<file path="config.mk">
export PLATFORM = sky130hd
export DESIGN_NAME = seg7_scan_mux
export DESIGN_NICKNAME = d
export VERILOG_FILES = /design/src/rtl/seg7_scan_mux.sv
export SDC_FILE = /design/constraint.sdc
export NUM_CORES = 1
export LEC_CHECK = 0
export ABC_CLOCK_PERIOD_IN_PS = 2000
export BUFFER_PORTS_ARGS = -buffer_cell sky130_fd_sc_hd__buf_4
export CORE_AREA = 2 2 112 114
export CTS_CLUSTER_DIAMETER = 200
export DETAILED_ROUTE_END_ITERATION = 10
export DIE_AREA = 0 0 114 116
export RECOVER_POWER = 25
export SYNTH_ARGS = -nofsm -noshare
export SYNTH_HDL_FRONTEND = slang
export SYNTH_SLANG_ARGS = --single-unit
</file>
<file path="constraint.sdc">
create_clock -name clk -period 2 [get_ports clk]
set_input_delay 0.2 -clock clk [delete_from_list [all_inputs] [get_ports clk]]
set_output_delay 0.2 -clock clk [all_outputs]
set_load 0.005 [all_outputs]
</file>
<file path="src/rtl/seg7_scan_mux.sv">
// Time-multiplexed hex driver for a common-anode seven-segment display.
// New content is double-buffered and is applied only at frame boundaries, so a frame is never torn.
module seg7_scan_mux #(
  parameter int DIGITS   = 4,
  parameter int SCAN_DIV = 50000
) (
  input  logic                  clk,
  input  logic                  rst_n,
  input  logic                  load,
  input  logic [4*DIGITS-1:0]   digits_in,
  input  logic [DIGITS-1:0]     dp_in,
  input  logic [DIGITS-1:0]     blank_in,
  input  logic                  lz_en,
  output logic [6:0]            seg,
  output logic                  dp,
  output logic [DIGITS-1:0]     an,
  output logic                  frame_start
);

  localparam int PW = (SCAN_DIV > 1) ? $clog2(SCAN_DIV) : 1;
  localparam int IW = (DIGITS > 1) ? $clog2(DIGITS) : 1;
  localparam logic [PW-1:0]     PRE_LAST = PW'(SCAN_DIV - 1);
  localparam logic [PW-1:0]     PRE_ONE  = PW'(1);
  localparam logic [IW-1:0]     IDX_LAST = IW'(DIGITS - 1);
  localparam logic [IW-1:0]     IDX_ONE  = IW'(1);
  localparam logic [DIGITS-1:0] AN_ONE   = DIGITS'(1);

  logic [1:0]          rst_sync_r;
  logic                run_s;
  logic [PW-1:0]       presc_r;
  logic [IW-1:0]       idx_r;
  logic                tick_s;
  logic                boundary_s;
  logic                frame_start_r;

  logic                pend_flag_r;
  logic [4*DIGITS-1:0] pend_digits_r;
  logic [DIGITS-1:0]   pend_dp_r;
  logic [DIGITS-1:0]   pend_blank_r;
  logic                pend_lz_r;
  logic [4*DIGITS-1:0] act_digits_r;
  logic [DIGITS-1:0]   act_dp_r;
  logic [DIGITS-1:0]   act_blank_r;
  logic                act_lz_r;

  logic [3:0]          cur_nib_s;
  logic                cur_blank_s;
  logic                sup_s;
  logic                zero_run_s;
  logic [6:0]          seg_next_s;
  logic                dp_next_s;
  logic [DIGITS-1:0]   an_next_s;
  logic [6:0]          seg_r;
  logic                dp_r;
  logic [DIGITS-1:0]   an_r;

  function automatic logic [6:0] glyph(input logic [3:0] nib);
    logic [6:0] g;
    case (nib)
      4'h0:    g = 7'b0000001;
      4'h1:    g = 7'b1001111;
      4'h2:    g = 7'b0010010;
      4'h3:    g = 7'b0000110;
      4'h4:    g = 7'b1001100;
      4'h5:    g = 7'b0100100;
      4'h6:    g = 7'b0100000;
      4'h7:    g = 7'b0001111;
      4'h8:    g = 7'b0000000;
      4'h9:    g = 7'b0001100;
      4'hA:    g = 7'b0001000;
      4'hB:    g = 7'b1100000;
      4'hC:    g = 7'b1110010;
      4'hD:    g = 7'b1000010;
      4'hE:    g = 7'b0110000;
      4'hF:    g = 7'b0111000;
      default: g = 7'b1111111;
    endcase
    return g;
  endfunction

  // Reset release synchroniser; assertion stays asynchronous.
  always_ff @(posedge clk or negedge rst_n) begin
    if (!rst_n) rst_sync_r <= 2'b00;
    else        rst_sync_r <= {rst_sync_r[0], 1'b1};
  end

  assign run_s      = rst_sync_r[1];
  assign tick_s     = (presc_r == PRE_LAST);
  assign boundary_s = tick_s && (idx_r == IDX_LAST);

  // Slot prescaler and digit index; held at zero until reset release has been synchronised.
  always_ff @(posedge clk or negedge rst_n) begin
    if (!rst_n) begin
      presc_r       <= '0;
      idx_r         <= '0;
      frame_start_r <= 1'b0;
    end else if (!run_s) begin
      presc_r       <= '0;
      idx_r         <= '0;
      frame_start_r <= 1'b0;
    end else begin
      frame_start_r <= boundary_s;
      if (tick_s) begin
        presc_r <= '0;
        idx_r   <= (idx_r == IDX_LAST) ? '0 : idx_r + IDX_ONE;
      end else begin
        presc_r <= presc_r + PRE_ONE;
      end
    end
  end

  // Pending/active double buffer: a load on the boundary edge still promotes the older pending copy.
  always_ff @(posedge clk or negedge rst_n) begin
    if (!rst_n) begin
      pend_flag_r   <= 1'b0;
      pend_digits_r <= '0;
      pend_dp_r     <= '0;
      pend_blank_r  <= '1;
      pend_lz_r     <= 1'b0;
      act_digits_r  <= '0;
      act_dp_r      <= '0;
      act_blank_r   <= '1;
      act_lz_r      <= 1'b0;
    end else if (!run_s) begin
      pend_flag_r   <= 1'b0;
      pend_digits_r <= '0;
      pend_dp_r     <= '0;
      pend_blank_r  <= '1;
      pend_lz_r     <= 1'b0;
      act_digits_r  <= '0;
      act_dp_r      <= '0;
      act_blank_r   <= '1;
      act_lz_r      <= 1'b0;
    end else begin
      if (boundary_s && pend_flag_r) begin
        act_digits_r <= pend_digits_r;
        act_dp_r     <= pend_dp_r;
        act_blank_r  <= pend_blank_r;
        act_lz_r     <= pend_lz_r;
      end
      if (load) begin
        pend_flag_r   <= 1'b1;
        pend_digits_r <= digits_in;
        pend_dp_r     <= dp_in;
        pend_blank_r  <= blank_in;
        pend_lz_r     <= lz_en;
      end else if (boundary_s) begin
        pend_flag_r <= 1'b0;
      end
    end
  end

  // Next segment/anode pattern for the current slot, including leading-zero suppression.
  always_comb begin
    cur_nib_s   = act_digits_r[{idx_r, 2'b00} +: 4];
    cur_blank_s = act_blank_r[idx_r];
    zero_run_s  = 1'b1;
    sup_s       = 1'b0;
    for (int i = DIGITS - 1; i >= 0; i--) begin
      zero_run_s = zero_run_s && (act_digits_r[4*i +: 4] == 4'h0);
      if ((i > 0) && zero_run_s && act_lz_r && (IW'(i) == idx_r)) begin
        sup_s = 1'b1;
      end else begin
        sup_s = sup_s;
      end
    end
    if (cur_blank_s || sup_s) begin
      seg_next_s = 7'b1111111;
    end else begin
      seg_next_s = glyph(cur_nib_s);
    end
    if (cur_blank_s) begin
      dp_next_s = 1'b1;
    end else begin
      dp_next_s = ~act_dp_r[idx_r];
    end
    if (cur_blank_s || (presc_r == '0)) begin
      an_next_s = '1;
    end else begin
      an_next_s = ~(AN_ONE << idx_r);
    end
  end

  // Registered display outputs, dark during reset.
  always_ff @(posedge clk or negedge rst_n) begin
    if (!rst_n) begin
      seg_r <= 7'b1111111;
      dp_r  <= 1'b1;
      an_r  <= '1;
    end else if (!run_s) begin
      seg_r <= 7'b1111111;
      dp_r  <= 1'b1;
      an_r  <= '1;
    end else begin
      seg_r <= seg_next_s;
      dp_r  <= dp_next_s;
      an_r  <= an_next_s;
    end
  end

  assign seg         = seg_r;
  assign dp          = dp_r;
  assign an          = an_r;
  assign frame_start = frame_start_r;

endmodule

</file>
After elaboration in Yosys (flattened, before gate mapping)
Memory sizes are Yosys's and may differ from the RTL's.
Index checks and enable logic that the tools add are counted.
- bitwise logic cells: 2
- shift-type cells: 2
- add/sub/neg operators: 2
- mux-type cells: 38
- $lt $le $gt $ge: 1
- eq/ne operators: 9
- reduce and logical (&&, ||, !) cells: 16
- operators with widths (cell ; number):
    2-to-1 mux 16 bit ; 6
    2-to-1 mux 4 bit ; 10
    adder 16 x 1 -> 16 bit, second input constant ; 1
    == test 16 bit, second input constant ; 1
    zero test 16 bit ; 1
    indexed part select 16 x 5 -> 4 bit ; 1
    2-to-1 mux 1 bit ; 15
    2-to-1 mux 7 bit ; 2
    zero test 4 bit ; 3
    logical AND 1 bit ; 10
    2-to-1 mux 2 bit ; 3
    binary-select mux 1 bit (select 2 bit) ; 2
    == test 2 bit, first input constant ; 2
    != test 2 x 1 -> 1 bit, second input constant ; 2
    inverter 4 bit ; 1
    << shifter 1 x 2 -> 4 bit, first input constant ; 1
    less-than comparator 2 x 3 -> 1 bit, second input constant ; 1
    != test 3 x 2 -> 1 bit, second input constant ; 1
    adder 2 x 1 -> 2 bit, second input constant ; 1
    == test 1 x 2 -> 1 bit, first input constant ; 1
    == test 2 bit, second input constant ; 1
    logical OR 1 bit ; 2
    != test 2 bit, second input constant ; 1
    inverter 1 bit ; 1
- output and inout port bits: 13
- ROM bits: 112
- flip-flop bits (word level): 84
- logic and storage cells: 87
- memories: 1
- input port bits: 28
- memory list (name ; words ; bits a word ; rd ports ; clocked after memory_dff ; wr ports ; RTL line ; source):
    (name not given) ; 16 ; 7 ; 1 ; 0 ; 0 ; 59 ; case (nib)

Longest topological paths before layout
- word-level depth: 9
- mapped depth: 8
- mapped depth without buffers: 7

Least setup slack after synthesis
No wires, ideal clock.
- path type: reg2reg
- from: reg idx_r[0]
- to: reg seg_r[3] (netlist: seg[3])
- cell stages (with the launch flop): 9
- path buffers: 1
- required time: 1921 ps
- period minus slack after synthesis: 2054 ps
- arrival: 1975 ps
- setup time: 79 ps
- setup slack: -54 ps
- path through: dfrtp_1 > buf_2 > mux4_2 > inv_1 > ha_1 > inv_1 > and2_1 > a32o_1 > o21ai_0
- word-level cells in the longest chain between the ends: 8
- elaborated cells between the ends (all ways): 16
- those cells by class: eq/ne (3); shift (1); mux (7); reduce/logical (4); memory (1)
- ends and longest elaborated chain (element ; RTL line ; source):
    from (decl) ; 31 ; logic [IW-1:0] idx_r;
    from (signal assigned) ; 105 ; idx_r <= (idx_r == IDX_LAST) ? '0 : idx_r + IDX_ONE;
    parallel branches: the longest is 6 deep, another holds memory read (16 x 7 bit) ; -- ;
    2-to-1 mux 7 bit * ; 167 ; if (cur_blank_s || sup_s) begin
    2-to-1 mux 7 bit * ; 190 ; end else if (!run_s) begin
    to (signal assigned) ; 195 ; seg_r <= seg_next_s;
    to (decl) ; 53 ; logic [6:0] seg_r;
Mark *: on every way between the ends. The select of a mux whose other input is x is not followed.
A chain may end at the register's enable or synchronous reset.

Final worst setup path
Same ends and word-level chain as after synthesis.

==> impl_results.md <==
* Status: completed
* CTS Sinks at 84
* Post-synth design cell area at just over 4000 sq um
* Detailed Route WL at 9202 um
* Initial Util at 34.61%
* Synthesis Warnings at 0
* Layout cells sized above 1 at 26.77%
* Setup TNS at 0 ps
* Syn Inst Count at roughly 390
* Initial DRC count at roughly 170
* First-pass GRT wire length at 16140 um
* Core area at approximately 12000 sq um
* Share of synthesized flip-flops with an asynchronous set or reset at 100.0%
* Row cnt at 40
* CTS clk-pin slew, worst paths at roughly 60 ps
* Main combinational cell family by area after synthesis: simple AND/OR/NAND/NOR gates
* Vias per std cell at 5.233
* Pleak at approximately 0.0021 uW
* Synth Area in XOR/XNOR at approximately 2.8%
* Hold depth at 3
* Min setup slack post-route at between 100 and 150 ps
* I/O pins at between 40 and 50
* Sequential power share at 48.2%
* WP data arrival at between 2000 and 2500 ps
* Yosys cell types at 45
* FF-to-FF path depth at 7
* DP HPWL at approximately 6300 um
* Worst R2R Start: idx_r[0]$_DFFE_PN0P_
* PwrDens at 730.7 nW/um^2
* Total GRT Usage at 15.28%
* Final hold violations at 0
* Slew Limit Fails at 0
* Antenna cells at 0
* Synth Area in Compound Gates at about an eighth
* Final period util at ~94%
* Max cap viols at 0
* Pre-CTS setup slack at 88.67 ps
* Worst hold margin at between 80 and 90 ps
* Setup-failing EPs final at 0
* Crit. End Element: flop
* Post-Synth Adder-Cell Area at under 10%
* Clock latency at the later pin of the worst-skew pair at ~340 ps
* Seq/Total Area, Yosys at approximately half
* WS Path Type: flop to flop
* GP Congestion at 0.8096
* Pin count of the biggest net entering global routing at 45
* Clock skew after layout at approximately 7.3 ps
* Net count, final at between 400 and 500
* Post-synth EDFFs at 0
* Number of global-route vias before repair at between 3000 and 4000
* Initial antenna violation count at 0
* DR DRC count at 0
* Flops & latches, synth at 84
* Period minus WS final at approximately 1900 ps
* Mux cell area share after synthesis at between 10% and 20%
* I/O Buffers at 40
* Max clock buf depth at 2
* Clk root buf: clkbuf_16
* H-tree depth at 3
* DR vias at slightly above 3000
* Post-synthesis simple-gate area fraction at 15.75%
* Comb power frac at 5.0%
* Max-slew headroom at between 40% and 50%
* Maximum operating frequency at ~0.53 GHz
* CTS tree: done
* Clock Power Share at ~47%
* Internal power at roughly 2800 uW
* Worst Hold Endpoint: pend_blank_r[1]$_DFFE_PN1P_
* Yosys top cell by area: dfrtp_1
* Slew @ Worst Pin at approximately 880 ps
* First drt pass iteration count at 4
* RR Endpoint: seg[3]$_DFF_PN1_
* CTS buffer count at 9
* Synth area leaders: dfrtp_1, dfstp_2, mux2i_1, o31ai_1, nand4_1
* CP startpoint kind: flop
* Synth Net Count at 428
* Die height at between 100 and 150 um
* Mean Syn Cell Area at ~11 sq um
* Peak supply drop at ~0.31 mV
* Critical Path Fanout Max at 4
* Critical Path RT at 2260 ps
* Die W at ~110 um
* Post-synth top area share at roughly 40%
* Switching pwr at approximately 830 uW
* Dominant synthesized flop cell: dfrtp_1
* R2r setup slk at 120 ps
* Area grow syn2layout at 21.79%
* Type of the worst min-delay path: input pin to flop
* Die area at 13220 sq um
* Total global routing overflow at 0
* Routed Antenna Nets at 0
* Switching part of the total power at 22.64%
* Hold path startpoint: blank_in[1]
* Drt wl/cell at ~16 um
[how the worst max path moves through the flow]
stage / slack [ps] / from / endpoint / cells past startpoint
floorplan: 8 / idx_r[0]$_DFFE_PN0P_ / seg[3]$_DFF_PN1_ / 8
global placement: 180 / idx_r[0]$_DFFE_PN0P_ / seg[3]$_DFF_PN1_ / 7
detailed placement: 90 / idx_r[0]$_DFFE_PN0P_ / seg[3]$_DFF_PN1_ / 7
CTS: 80 / idx_r[0]$_DFFE_PN0P_ / seg[3]$_DFF_PN1_ / 7
global route: -20 / presc_r[1]$_DFF_PN0_ / presc_r[15]$_DFF_PN0_ / 7
finish: 120 / idx_r[0]$_DFFE_PN0P_ / seg[3]$_DFF_PN1_ / 7
[routing by layer]
layer  routed length [um]  GRT usage (%)  up-vias
met4                  146          5.610        0
met5                    0              0        -
li1                     -              -     1505
met1                 4599          22.04     1483
met3                  292          2.824        9
met2                 4163          23.02       59
[cell families (layout without fill, tap and decap cells)]
kind of cell	after synthesis	after routing
mux	34	34
other cells	1	1
simple gates	127	127
flops	84	84
compound gates	75	75
fa+ha+maj	12	12
xor+xnor	13	13
buf+inv	42	91
[through the flow]
stage | power [uW] | instances | util (%) | instance area, sq um
after detailed placement | 1986 | 567 | 39.40 | 4693
final | 3669 | 584 | 42.15 | 5021
after global routing | 3819 | 584 | 42.15 | 5021
after floorplan | 1877 | 388 | - | 4125
after CTS | 3722 | 584 | 42.08 | 5012
after global placement | 1981 | 567 | 39.40 | 4693
[worst max-delay path, cell delays in order (launching register included)]
cell,delay (ps)
dfrtp_2,400
mux4_2,520
inv_1,120
ha_1,180
inv_1,70
and2_1,140
a32o_1,200
o21ai_0,160
[area by class of cell]
| cell class | count | area [sq um] |
|---|---|---|
| fill | 1159 | 6890 |
| clock buffer | 10 | 239.0 |
| inverter | 10 | 37.54 |
| clock inverter | 6 | 70.07 |
| timing repair buffer | 65 | 539.3 |
| tap | 147 | 183.9 |
| sequential | 84 | 2128 |
| multi-input combinational | 262 | 1823 |
[sequential cells by signal, summed over array words and instances, names as in the netlist]
| register | count |
|---|---|
| pend_lz_r | 1 |
| act_digits_r | 16 |
| dp | 1 |
| frame_start | 1 |
| presc_r | 16 |
| pend_digits_r | 16 |
| rst_sync_r | 2 |
| idx_r | 2 |
| act_blank_r | 4 |
| pend_blank_r | 4 |
| act_lz_r | 1 |
| seg | 7 |
| an | 4 |
| pend_flag_r | 1 |
| pend_dp_r | 4 |
| act_dp_r | 4 |
[Yosys cell counts (7+ instances only)]
| cell type | instances |
|---|---|
| dfrtp_1 | 64 |
| nor2_1 | 41 |
| mux2i_1 | 27 |
| nand4_1 | 25 |
| a21oi_1 | 24 |
| nand2_1 | 22 |
| o31ai_1 | 21 |
| dfstp_2 | 20 |
| buf_2 | 13 |
| clkbuf_1 | 13 |
| ha_1 | 12 |
| nor4_1 | 10 |
| o21ai_0 | 10 |
| inv_1 | 9 |
| nand3_1 | 8 |
| xor2_1 | 7 |
[layout by cell type, fill, tap and decap left out, types with 2 or more instances in the layout]
master and n:
dfrtp_1 63, buf_4 57, nor2_1 41, mux2i_1 27
nand4_1 25, a21oi_1 24, nand2_1 22, o31ai_1 21
dfstp_2 20, ha_1 11, o21ai_0 10, inv_1 9
nor4_1 9, clkbuf_16 9, nand3_1 8, xor2_1 7
mux4_2 6, xnor2_1 6, a31oi_1 6, and2_1 4
buf_12 4, nor3_1 3, and4_1 3, and3_1 3
o211ai_1 3, o21a_1 3, inv_6 3, nand2b_1 2
clkbuf_2 2
[repair_timing]
action                                  in CTS  in global routing
hold buffers                                 1                  0
buffers inserted                             0                  0
endpoints found under the setup margin       0                 16
gates resized for setup                      0                  4
endpoints found under the hold margin       30                  0
[power by group through the flow]
stage	sequential [uW]	combinational [uW]	clock (uW)
floorplan	1790	89.3	0
global placement	1800	183	0
detailed placement	1800	187	0
CTS	1770	189	1760
global route	1770	211	1830
finish	1770	183	1720
Note: power is estimated with default switching activity, not from simulation.
